File: config.mk
export PLATFORM = sky130hd
export DESIGN_NAME = dispense_sequencer
export DESIGN_NICKNAME = d
export VERILOG_FILES = /design/src/rtl/vend_pkg.sv /design/src/rtl/vend_req_fifo.sv /design/src/rtl/dispense_sequencer.sv
export SDC_FILE = /design/constraint.sdc
export NUM_CORES = 1
export LEC_CHECK = 0
export CAP_MARGIN = 15
export CORE_ASPECT_RATIO = 1.75
export CORE_MARGIN = 2
export CORE_UTILIZATION = 46
export DETAILED_ROUTE_END_ITERATION = 10
export HOLD_SLACK_MARGIN = 0.08
export PLACE_DENSITY = 0.7
export SYNTH_ARGS = -nofsm -noshare
export SYNTH_HDL_FRONTEND = slang
export SYNTH_SLANG_ARGS = --single-unit
File: constraint.sdc
create_clock -name clock -period 2.7 [get_ports clock]
set_clock_uncertainty 0.2 [all_clocks]
set_input_delay 0.27 -clock clock [delete_from_list [all_inputs] [get_ports clock]]
set_output_delay 0.27 -clock clock [all_outputs]
set_load 0.03 [all_outputs]
File: src/rtl/vend_pkg.sv
// ----------------------------------------------------------------------------
// vend_pkg
// Shared definitions for the dispense sequencer and its request FIFO:
//   - state encodings for the actuation FSM (IDLE/LOAD/VEND/GAP/EJ1/EJ2)
//   - bit positions inside a queued request entry
//   - entry width
//   - small helper for sizing the phase counter
// ----------------------------------------------------------------------------
package vend_pkg;

  localparam int ENTRY_W = 3;
  localparam int BIT_OUT = 0;
  localparam int BIT_C1  = 1;
  localparam int BIT_C2  = 2;

  localparam logic [2:0] S_IDLE = 3'd0;
  localparam logic [2:0] S_LOAD = 3'd1;
  localparam logic [2:0] S_VEND = 3'd2;
  localparam logic [2:0] S_GAP  = 3'd3;
  localparam logic [2:0] S_EJ1  = 3'd4;
  localparam logic [2:0] S_EJ2  = 3'd5;

  typedef enum logic [2:0] {
    IDLE = S_IDLE,
    LOAD = S_LOAD,
    VEND = S_VEND,
    GAP  = S_GAP,
    EJ1  = S_EJ1,
    EJ2  = S_EJ2
  } state_t;

  // Largest of three phase lengths; sizes the shared phase counter.
  function automatic int max3(input int a, input int b, input int c);
    int m;
    m = (a > b) ? a : b;
    return (m > c) ? m : c;
  endfunction

endpackage

File: src/rtl/vend_req_fifo.sv
// ----------------------------------------------------------------------------
// vend_req_fifo
// Synchronous show-ahead FIFO for 3-bit dispense requests.
// Ports:
//   clock   in   rising-edge clock
//   reset   in   asynchronous active-low reset (empties the FIFO)
//   push    in   write wdata this edge (accepted if not full, or if popping)
//   pop     in   discard head entry this edge (ignored when empty)
//   wdata   in   entry to write
//   rdata   out  head entry (valid when !empty)
//   full    out  count == DEPTH
//   empty   out  count == 0
//   count   out  number of stored entries
//   dropped out  push this edge is being rejected because the FIFO is full
// ----------------------------------------------------------------------------
module vend_req_fifo
  import vend_pkg::*;
#(
  parameter int DEPTH = 4
) (
  input  logic                     clock,
  input  logic                     reset,
  input  logic                     push,
  input  logic                     pop,
  input  logic [ENTRY_W-1:0]       wdata,
  output logic [ENTRY_W-1:0]       rdata,
  output logic                     full,
  output logic                     empty,
  output logic [$clog2(DEPTH):0]   count,
  output logic                     dropped
);

  localparam int AW = $clog2(DEPTH);
  localparam int CW = AW + 1;

  logic [ENTRY_W-1:0] mem_r [DEPTH];
  logic [AW-1:0]      wr_ptr_r;
  logic [AW-1:0]      rd_ptr_r;
  logic [CW-1:0]      count_r;
  logic               pop_s;
  logic               push_ok_s;

  // Handshake qualification; a pop frees a slot for a same-edge push.
  always_comb begin
    pop_s     = pop & ~empty;
    push_ok_s = push & (~full | pop_s);
    dropped   = push & full & ~pop_s;
  end

  assign full  = (count_r == CW'(DEPTH));
  assign empty = (count_r == '0);
  assign count = count_r;
  assign rdata = mem_r[rd_ptr_r];

  // Storage array; contents need no reset since count gates visibility.
  always_ff @(posedge clock) begin
    if (push_ok_s) begin
      mem_r[wr_ptr_r] <= wdata;
    end
  end

  // Pointers and occupancy; pointers wrap naturally (DEPTH is a power of 2).
  always_ff @(posedge clock or negedge reset) begin
    if (!reset) begin
      wr_ptr_r <= '0;
      rd_ptr_r <= '0;
      count_r  <= '0;
    end else begin
      if (push_ok_s) begin
        wr_ptr_r <= wr_ptr_r + AW'(1);
      end
      if (pop_s) begin
        rd_ptr_r <= rd_ptr_r + AW'(1);
      end
      case ({push_ok_s, pop_s})
        2'b10:   count_r <= count_r + CW'(1);
        2'b01:   count_r <= count_r - CW'(1);
        default: count_r <= count_r;
      endcase
    end
  end

endmodule

File: src/rtl/dispense_sequencer.sv
// ----------------------------------------------------------------------------
// dispense_sequencer
// Queues vend/change events from the vending FSM and drives the actuators
// one at a time: product motor, then 1-coin ejector, then 2-coin ejector,
// with an all-off gap after every active phase.
// Ports:
//   clock        in   rising-edge clock
//   reset        in   asynchronous active-low reset
//   out          in   vend-product request
//   change_1     in   return 1-unit coin request
//   change_2     in   return 2-unit coin request
//   motor_on     out  product motor drive (registered)
//   coin1_eject  out  1-unit ejector drive (registered)
//   coin2_eject  out  2-unit ejector drive (registered)
//   busy         out  FSM not idle or requests pending
//   overflow     out  sticky: a request was dropped on a full FIFO
//   vend_count   out  [15:0] saturating count of VEND entries
//                     (only when DISPENSE_COUNT_EN is defined)
// Optional feature macro: DISPENSE_COUNT_EN
// ----------------------------------------------------------------------------
module dispense_sequencer
  import vend_pkg::*;
#(
  parameter int MOTOR_CYCLES = 8,
  parameter int EJECT_CYCLES = 4,
  parameter int GAP_CYCLES   = 2,
  parameter int FIFO_DEPTH   = 4
) (
  input  logic        clock,
  input  logic        reset,
  input  logic        out,
  input  logic        change_1,
  input  logic        change_2,
  output logic        motor_on,
  output logic        coin1_eject,
  output logic        coin2_eject,
  output logic        busy,
`ifdef DISPENSE_COUNT_EN
  output logic        overflow,
  output logic [15:0] vend_count
`else
  output logic        overflow
`endif
);

  localparam int MAXP  = max3(MOTOR_CYCLES, EJECT_CYCLES, GAP_CYCLES);
  localparam int CNT_W = ($clog2(MAXP) < 1) ? 1 : $clog2(MAXP);
  // Counter loads length-1 and leaves the phase on the cycle it reads 0.
  localparam logic [CNT_W-1:0] MOTOR_LOAD = CNT_W'(MOTOR_CYCLES - 1);
  localparam logic [CNT_W-1:0] EJECT_LOAD = CNT_W'(EJECT_CYCLES - 1);
  localparam logic [CNT_W-1:0] GAP_LOAD   = CNT_W'(GAP_CYCLES - 1);

  state_t                    state_r;
  state_t                    state_nxt_s;
  logic [CNT_W-1:0]          cnt_r;
  logic [CNT_W-1:0]          cnt_nxt_s;
  logic [ENTRY_W-1:0]        rem_r;      // phases of current entry not yet run
  logic [ENTRY_W-1:0]        rem_nxt_s;
  logic                      pop_s;

  state_t                    disp_state_s;
  logic [CNT_W-1:0]          disp_cnt_s;
  logic [ENTRY_W-1:0]        disp_rem_s;
  logic                      disp_pop_s;

  logic [ENTRY_W-1:0]        req_s;
  logic                      push_s;
  logic [ENTRY_W-1:0]        fifo_data_s;
  logic                      fifo_full_s;
  logic                      fifo_empty_s;
  logic [$clog2(FIFO_DEPTH):0] fifo_count_s;
  logic                      dropped_s;

  assign req_s  = {change_2, change_1, out};
  assign push_s = (req_s != 3'b000);

  vend_req_fifo #(
    .DEPTH (FIFO_DEPTH)
  ) u_fifo (
    .clock   (clock),
    .reset   (reset),
    .push    (push_s),
    .pop     (pop_s),
    .wdata   (req_s),
    .rdata   (fifo_data_s),
    .full    (fifo_full_s),
    .empty   (fifo_empty_s),
    .count   (fifo_count_s),
    .dropped (dropped_s)
  );

  // Dispatch decision shared by LOAD and GAP exit: next pending phase in
  // fixed order, else fetch the next queued entry, else go idle.
  always_comb begin
    disp_state_s = IDLE;
    disp_cnt_s   = cnt_r;
    disp_rem_s   = rem_r;
    disp_pop_s   = 1'b0;
    if (rem_r[BIT_OUT]) begin
      disp_state_s        = VEND;
      disp_cnt_s          = MOTOR_LOAD;
      disp_rem_s[BIT_OUT] = 1'b0;
    end else if (rem_r[BIT_C1]) begin
      disp_state_s       = EJ1;
      disp_cnt_s         = EJECT_LOAD;
      disp_rem_s[BIT_C1] = 1'b0;
    end else if (rem_r[BIT_C2]) begin
      disp_state_s       = EJ2;
      disp_cnt_s         = EJECT_LOAD;
      disp_rem_s[BIT_C2] = 1'b0;
    end else if (!fifo_empty_s) begin
      disp_state_s = LOAD;
      disp_rem_s   = fifo_data_s;
      disp_pop_s   = 1'b1;
    end else begin
      disp_state_s = IDLE;
    end
  end

  // Next-state, phase counter and FIFO pop.
  always_comb begin
    state_nxt_s = state_r;
    cnt_nxt_s   = cnt_r;
    rem_nxt_s   = rem_r;
    pop_s       = 1'b0;
    case (state_r)
      IDLE: begin
        if (!fifo_empty_s) begin
          pop_s       = 1'b1;
          rem_nxt_s   = fifo_data_s;
          state_nxt_s = LOAD;
        end else begin
          state_nxt_s = IDLE;
        end
      end
      LOAD: begin
        state_nxt_s = disp_state_s;
        cnt_nxt_s   = disp_cnt_s;
        rem_nxt_s   = disp_rem_s;
        pop_s       = disp_pop_s;
      end
      VEND, EJ1, EJ2: begin
        if (cnt_r == '0) begin
          state_nxt_s = GAP;
          cnt_nxt_s   = GAP_LOAD;
        end else begin
          cnt_nxt_s = cnt_r - CNT_W'(1);
        end
      end
      GAP: begin
        if (cnt_r == '0) begin
          state_nxt_s = disp_state_s;
          cnt_nxt_s   = disp_cnt_s;
          rem_nxt_s   = disp_rem_s;
          pop_s       = disp_pop_s;
        end else begin
          cnt_nxt_s = cnt_r - CNT_W'(1);
        end
      end
      default: begin
        state_nxt_s = IDLE;
        cnt_nxt_s   = '0;
        rem_nxt_s   = '0;
      end
    endcase
  end

  // State, counter and current-entry registers.
  always_ff @(posedge clock or negedge reset) begin
    if (!reset) begin
      state_r <= IDLE;
      cnt_r   <= '0;
      rem_r   <= '0;
    end else begin
      state_r <= state_nxt_s;
      cnt_r   <= cnt_nxt_s;
      rem_r   <= rem_nxt_s;
    end
  end

  // Moore actuator drives registered from next state; one-hot by construction.
  always_ff @(posedge clock or negedge reset) begin
    if (!reset) begin
      motor_on    <= 1'b0;
      coin1_eject <= 1'b0;
      coin2_eject <= 1'b0;
      overflow    <= 1'b0;
    end else begin
      motor_on    <= (state_nxt_s == VEND);
      coin1_eject <= (state_nxt_s == EJ1);
      coin2_eject <= (state_nxt_s == EJ2);
      overflow    <= overflow | dropped_s;
    end
  end

  assign busy = (state_r != IDLE) | (fifo_count_s != '0);

`ifdef DISPENSE_COUNT_EN
  // Saturating count of VEND phase entries.
  always_ff @(posedge clock or negedge reset) begin
    if (!reset) begin
      vend_count <= 16'h0000;
    end else if ((state_nxt_s == VEND) && (state_r != VEND) &&
                 (vend_count != 16'hFFFF)) begin
      vend_count <= vend_count + 16'h0001;
    end else begin
      vend_count <= vend_count;
    end
  end
`endif

endmodule

# ---- Yosys cells after proc, flatten, opt, wreduce, memory -nomap -nowiden
# Memory sizes are Yosys's and may differ from the RTL's.
# Index checks and enable logic that the tools add are counted.
# W data, S select, Z words.
dict set report word_totals {
  latchBits 0
  romBits 0
  memories 1
  reg_bits 20
  ramBits 12
}
dict set report classes {
  bitwise_logic 11
  n_reduce_logical 9
  n_div 0
  n_shift 0
  order_cmp 0
  addsub 5
  mul 0
  eq_ne 13
  n_mux 33
}
# memory words word_bits read_ports rd_ports_with_merged_regs write_ports line_no
set memory_table {}
lappend memory_table {u_fifo.mem_r 4 3 1 0 1 vend_req_fifo.sv:36} ;# logic [ENTRY_W-1:0] mem_r [DEPTH];
# cell n
set op_table {}
lappend op_table {{$mux W3} 13}
lappend op_table {{$pmux W3 S4} 3}
lappend op_table {{$eq A3 B3 Y1 const B} 5}
lappend op_table {{$mux W1} 13}
lappend op_table {{$eq A3 B2 Y1 const B} 3}
lappend op_table {{$logic_not A3 Y1} 3}
lappend op_table {{$reduce_bool A3 Y1} 3}
lappend op_table {{$pmux W3 S2} 1}
lappend op_table {{$sub A3 B1 Y3 const B} 2}
lappend op_table {{$add A2 B1 Y2 const B} 2}
lappend op_table {{$and A1 B1 Y1} 4}
lappend op_table {{$mux W2} 2}
lappend op_table {{$ne A2 B2 Y1 const B} 2}
lappend op_table {{$not A1 Y1} 4}
lappend op_table {{$add A3 B1 Y3 const B} 1}
lappend op_table {{$eq A3 B1 Y1 const B} 1}
lappend op_table {{$or A1 B1 Y1} 3}
lappend op_table {{$pmux W1 S3} 1}
lappend op_table {{$reduce_and A3 Y1} 1}
lappend op_table {{$reduce_or A3 Y1} 1}
lappend op_table {{$eq A2 B1 Y1 const B} 1}
lappend op_table {{$eq A2 B2 Y1 const B} 1}
lappend op_table {{$reduce_bool A2 Y1} 1}

# ---- Logic depth before layout (Yosys ltp)
dict set report logic_depth {
  word_depth 12
  mapped_depth 11
}

# ---- By module
# From an unflattened synthesis, not the netlist that was laid out.
dict set report hier_totals {
  hier_cells 147
  area_unflattened_um2 1729.2
}
# mod area_each_um2 n_inst cells_per_inst
set by_module_without_submodules {}
lappend by_module_without_submodules {vend_req_fifo 880.8 1 55}
lappend by_module_without_submodules {dispense_sequencer 848.3 1 92}

# ---- Worst setup path before layout
# Ideal clock, no wire load.
dict set report synth_timing {
  path_kind {register to register}
  from {reg cnt_r[0]}
  to {reg u_fifo.count_r[2], in the netlist u_fifo.count[2]}
  t_arrival_ps 2069
  required_time_ps 2377
  period_less_slack_ps 2393
  slack_ps 307
  n_path_buf 1
  setup_ps 123
  stages_incl_launch_ff 12
  path_cell_list {dfrtp_1 inv_1 ha_1 nor2b_1 buf_2 o21ai_4 o21ai_4 nand2_1 fa_1 nor3_1 mux2i_1 xnor2_1}
}
dict set report synth_via {
  elab_chain_len 8
  elab_cells_between_ends 10
  cone_classes {2 x eq/ne; 3 x mux; 3 x bitwise; 2 x reduce/logical}
}
# item line_no
set synth_rtl {}
lappend synth_rtl {{start: declaration} dispense_sequencer.sv:55} ;# logic [CNT_W-1:0] cnt_r;
lappend synth_rtl {{start signal: assignment} dispense_sequencer.sv:176} ;# cnt_r <= cnt_nxt_s;
lappend synth_rtl {{$logic_not A3 Y1 *} dispense_sequencer.sv:151} ;# if (cnt_r == '0) begin
lappend synth_rtl {{$mux W1 *} dispense_sequencer.sv:151}
lappend synth_rtl {{$pmux W1 S3 *} dispense_sequencer.sv:126} ;# case (state_r)
lappend synth_rtl {{$and A1 B1 Y1 *} vend_req_fifo.sv:45} ;# pop_s = pop & ~empty;
lappend synth_rtl {{$or A1 B1 Y1} vend_req_fifo.sv:46} ;# push_ok_s = push & (~full | pop_s);
lappend synth_rtl {{$and A1 B1 Y1} vend_req_fifo.sv:46}
lappend synth_rtl {{$eq A2 B1 Y1 or $eq A2 B2 Y1 (tied branches)} vend_req_fifo.sv:75} ;# case ({push_ok_s, pop_s})
lappend synth_rtl {{$pmux W3 S2 or $reduce_bool A2 Y1 (tied branches)} --}
lappend synth_rtl {{end signal: assignment} vend_req_fifo.sv:76} ;# 2'b10: count_r <= count_r + CW'(1);
lappend synth_rtl {{end signal: assignment} vend_req_fifo.sv:77} ;# 2'b01: count_r <= count_r - CW'(1);
lappend synth_rtl {{end signal: assignment} vend_req_fifo.sv:78} ;# default: count_r <= count_r;
lappend synth_rtl {{end: declaration} vend_req_fifo.sv:39} ;# logic [CW-1:0] count_r;
# Mark *: on every way between the ends. The rest lies on a longest branch, timed or not.
# A chain may end at the register's enable or synchronous reset.

# ---- Worst setup path after layout
# Same ends and word-level chain as after synthesis.

==> flow_metrics.py <==
metrics = {
    "global_route": {
        "grt_overflow": 0,
        "grt_usage": 0.163,
        "antenna_found_initial": 0,
        "grt_max_degree": 21,
        "grt_pass1_vias": 1188,
        "grt_pass1_wl_mm": 5.18,
    },
    "finish": {
        "final-seq-area_um2": 861,
        "diodes": 0,
        "fin_util": 0.549,
        "area_growth_pct": 14.4,
        "drive_above_1_share": 0.183,
        "layout_commonest_cell": "dfrtp_1",
        "nFillCells": 324,
        "final_nets": 175,
        "multiInputGateArea_um2": 810,
        "layout_common_cells": "20 x dfrtp_1, 12 x nor2_1, 12 x edfxtp_1",
    },
    "worst_setup_path": {
        "rrSetupSlack_ns": 0.22,
        "cp_top_family": "adder cells",
        "worst_r2r_path_depth": 10,
        "cp_slowest_cell": "dfrtp_1",
        "worstPathArrival_ns": 2.44,
        "crit_buf_inv": 1,
        "crit_chain": "inv_1 -> ha_1 -> nor2b_2 -> o21ai_4 -> o21ai_4 -> nand2_1 -> fa_1 -> nor3_1 -> mux2i_1 -> xnor2_1",
        "crit_type": "flop to flop",
        "crit_path_frequent_cell": "o21ai_4",
        "start_kind": "flop",
        "worstPathRequired_ns": 2.67,
        "cp_max_fo": 5,
        "rr_startpoint": "cnt_r[0]",
        "critPathMaxStageDelay_ns": 0.40,
        "r2r_end": "u_fifo.count[2]",
        "worstSetupEndpointType": "flop",
    },
    "worst_hold_path": {
        "worst_hold_path_type": "primary input to asynchronous set/reset pin",
    },
    "synth": {
        "synth_fa_ha_area_frac": 0.0546,
        "synthArstFlopShare": 0.625,
        "synth_nets": 161,
        "synth_edf_count": 12,
        "synth.distinct_cells": 46,
        "synth_cells": 149,
        "synth_area_per_cell_um2": 11.7,
        "ys_seq_elements": 32,
        "muxShareOfSynthArea": 0.0747,
        "synth_compound_area_frac": 0.153,
        "synth_seq_area_share": 0.494,
        "synth_top_flop_cell": "dfrtp_1",
        "synth-xor-area-share": 0.0302,
        "synth_top_family_by_area": "compound AO/OA/AOI/OAI gates",
        "synth_area_um2": 1740,
        "ys_warn_count": 0,
        "synth-simple-area-share": 0.151,
    },
    "status": {
        "status": "finished clean",
    },
    "cts": {
        "cts_root_buffer": "clkbuf_8",
        "clk-insertion-delay-late_ns": 0.28,
        "tritoncts.num_buffers": 5,
        "hold_buffers": 0,
        "cts.sinks": 32,
        "cts_buffer_depth": 2,
        "htreeDepth": 2,
        "cts_tree": "yes",
        "path_clk_slew_ns": 0.07,
    },
    "timing": {
        "setup_tns_ns": 0,
        "slew_headroom": 0.729,
        "period_minus_slack_ns": 2.48,
        "worst_slew_pin_slew_ns": 0.407,
        "setup_viol": 0,
        "hold_viol_final": 0,
        "drv_slew": 0,
        "rsz0062_at_grt": "no",
        "fmax_mhz": 404,
        "finalCritPeriodShare": 0.918,
    },
    "floorplan": {
        "die_w_um": 50.5,
        "rows": 29,
        "die_area_um2": 4320,
        "die_y_um": 85.4,
        "core_area_um2": 3630,
        "io-pin-count": 10,
        "initial_utilization": 0.480,
    },
    "routing": {
        "dr.first_iter.drc_count": 14,
        "dr.pass1.iters": 4,
        "drc_errors": 0,
        "routedWlPerCell_um": 14.4,
        "drtAntennaViolNets": 0,
        "vias": 1127,
        "routed_wirelength_mm": 3.02,
        "vias_per_cell": 5.37,
    },
    "pwr": {
        "powerDensity_nw_per_um2": 1320,
        "peakVddDrop_mv": 0.907,
        "power.leakage_nw": 0.802,
    },
    "flow_run": {
        "drv_cap": 0,
    },
    "placed_design": {
        "place_hpwl_mm": 2.35,
        "io_buffers": 9,
        "place.gp.congestion": 0.893,
    },
}
logic make-up after synthesis:
family,after synthesis
adders and majority gates,7
and+or+nand+nor,45
AOI/OAI and AO/OA,33
muxes,9
buffers and inverters,17
DFF,32
xor gates and xnor gates,6
timing repair:
action | in CTS | in global routing
gates resized for setup | 0 | 1
endpoints found under the setup margin | 0 | 1
buffers inserted | 0 | 0
registers in the layout, indices dropped and copies added (netlist names):
name	count
u_fifo.wr_ptr_r	2
coin1_eject	1
u_fifo.rd_ptr_r	2
rem_r	3
motor_on	1
coin2_eject	1
cnt_r	3
state_r	3
u_fifo.count	3
overflow	1
u_fifo.mem_r	12
stage by stage:
stage | cells | hold WS, ns | cell area (um^2) | setup slack, ns | total power [mW]
3_3_place_gp | 202 | 0.247 | 1880 | 0.260 | 2.16
4_1_cts | 210 | 0.139 | 1990 | 0.121 | 2.67
6_report | 210 | 0.131 | 1990 | 0.222 | 2.64
2_1_floorplan | 149 | -0.226 | 1740 | 0.307 | 1.95
5_1_grt | 210 | 0.162 | 1990 | 0.0422 | 2.84
3_5_place_dp | 202 | 0.247 | 1880 | 0.137 | 2.21
metal layers:
metal  track usage  part of all wire  vias up
li1              -                 -      559
met1         0.159              0.37      537
met2         0.292              0.57       21
met3        0.0405             0.033       10
met4         0.106             0.024        0
met5             0                 0        -
layout make-up:
cell class                      count  share of cell area
Clock buffer                        6              0.0364
Clock inverter                      2              0.0176
Inverter                           12              0.0226
Multi-Input combinational cell    100               0.406
Sequential cell                    32               0.432
Tap cell                           46              0.0289
Timing Repair Buffer               12              0.0565
report_power, final:
group / leakage, nW / total, mW / internal [mW] / switching [mW]
sequential: 0.356 / 0.914 / 0.711 / 0.203
clock: 0.0552 / 0.444 / 0.274 / 0.170
combinational: 0.391 / 1.28 / 0.586 / 0.694
total: 0.802 / 2.64 / 1.57 / 1.07
Yosys cell counts (2+ instances only):
master    number  share of area
a21o_1         2         0.0086
a21oi_1        7          0.020
a21oi_2        2          0.010
and2_1         5          0.018
and2b_1        2         0.0086
buf_2          3         0.0086
buf_4          2         0.0086
dfrtp_1       20           0.29
edfxtp_1      12           0.21
ha_1           6          0.043
inv_1         11          0.024
mux2i_1        4          0.023
mux4_2         3          0.039
nand2_1        7          0.015
nand2b_1       2         0.0072
nor2_1        12          0.026
nor3_1         6          0.017
nor3_4         2          0.019
o21ai_0        5          0.014
o21ai_4        2          0.019
o22ai_1        3          0.011
o31ai_1        2         0.0086
xnor2_1        6          0.030
worst max-delay path by stage:
stage / slack, ns / depth (start not counted) / start / to
floorplan: 0.31 / 11 / cnt_r[0] / u_fifo.count[2]
global placement: 0.26 / 10 / cnt_r[0] / u_fifo.count[2]
detailed placement: 0.14 / 10 / cnt_r[0] / u_fifo.count[2]
CTS: 0.12 / 10 / cnt_r[0] / u_fifo.count[2]
global route: 0.04 / 10 / cnt_r[0] / u_fifo.count[2]
finish: 0.22 / 10 / cnt_r[0] / u_fifo.count[2]
Power figures use the tool's default switching activity.
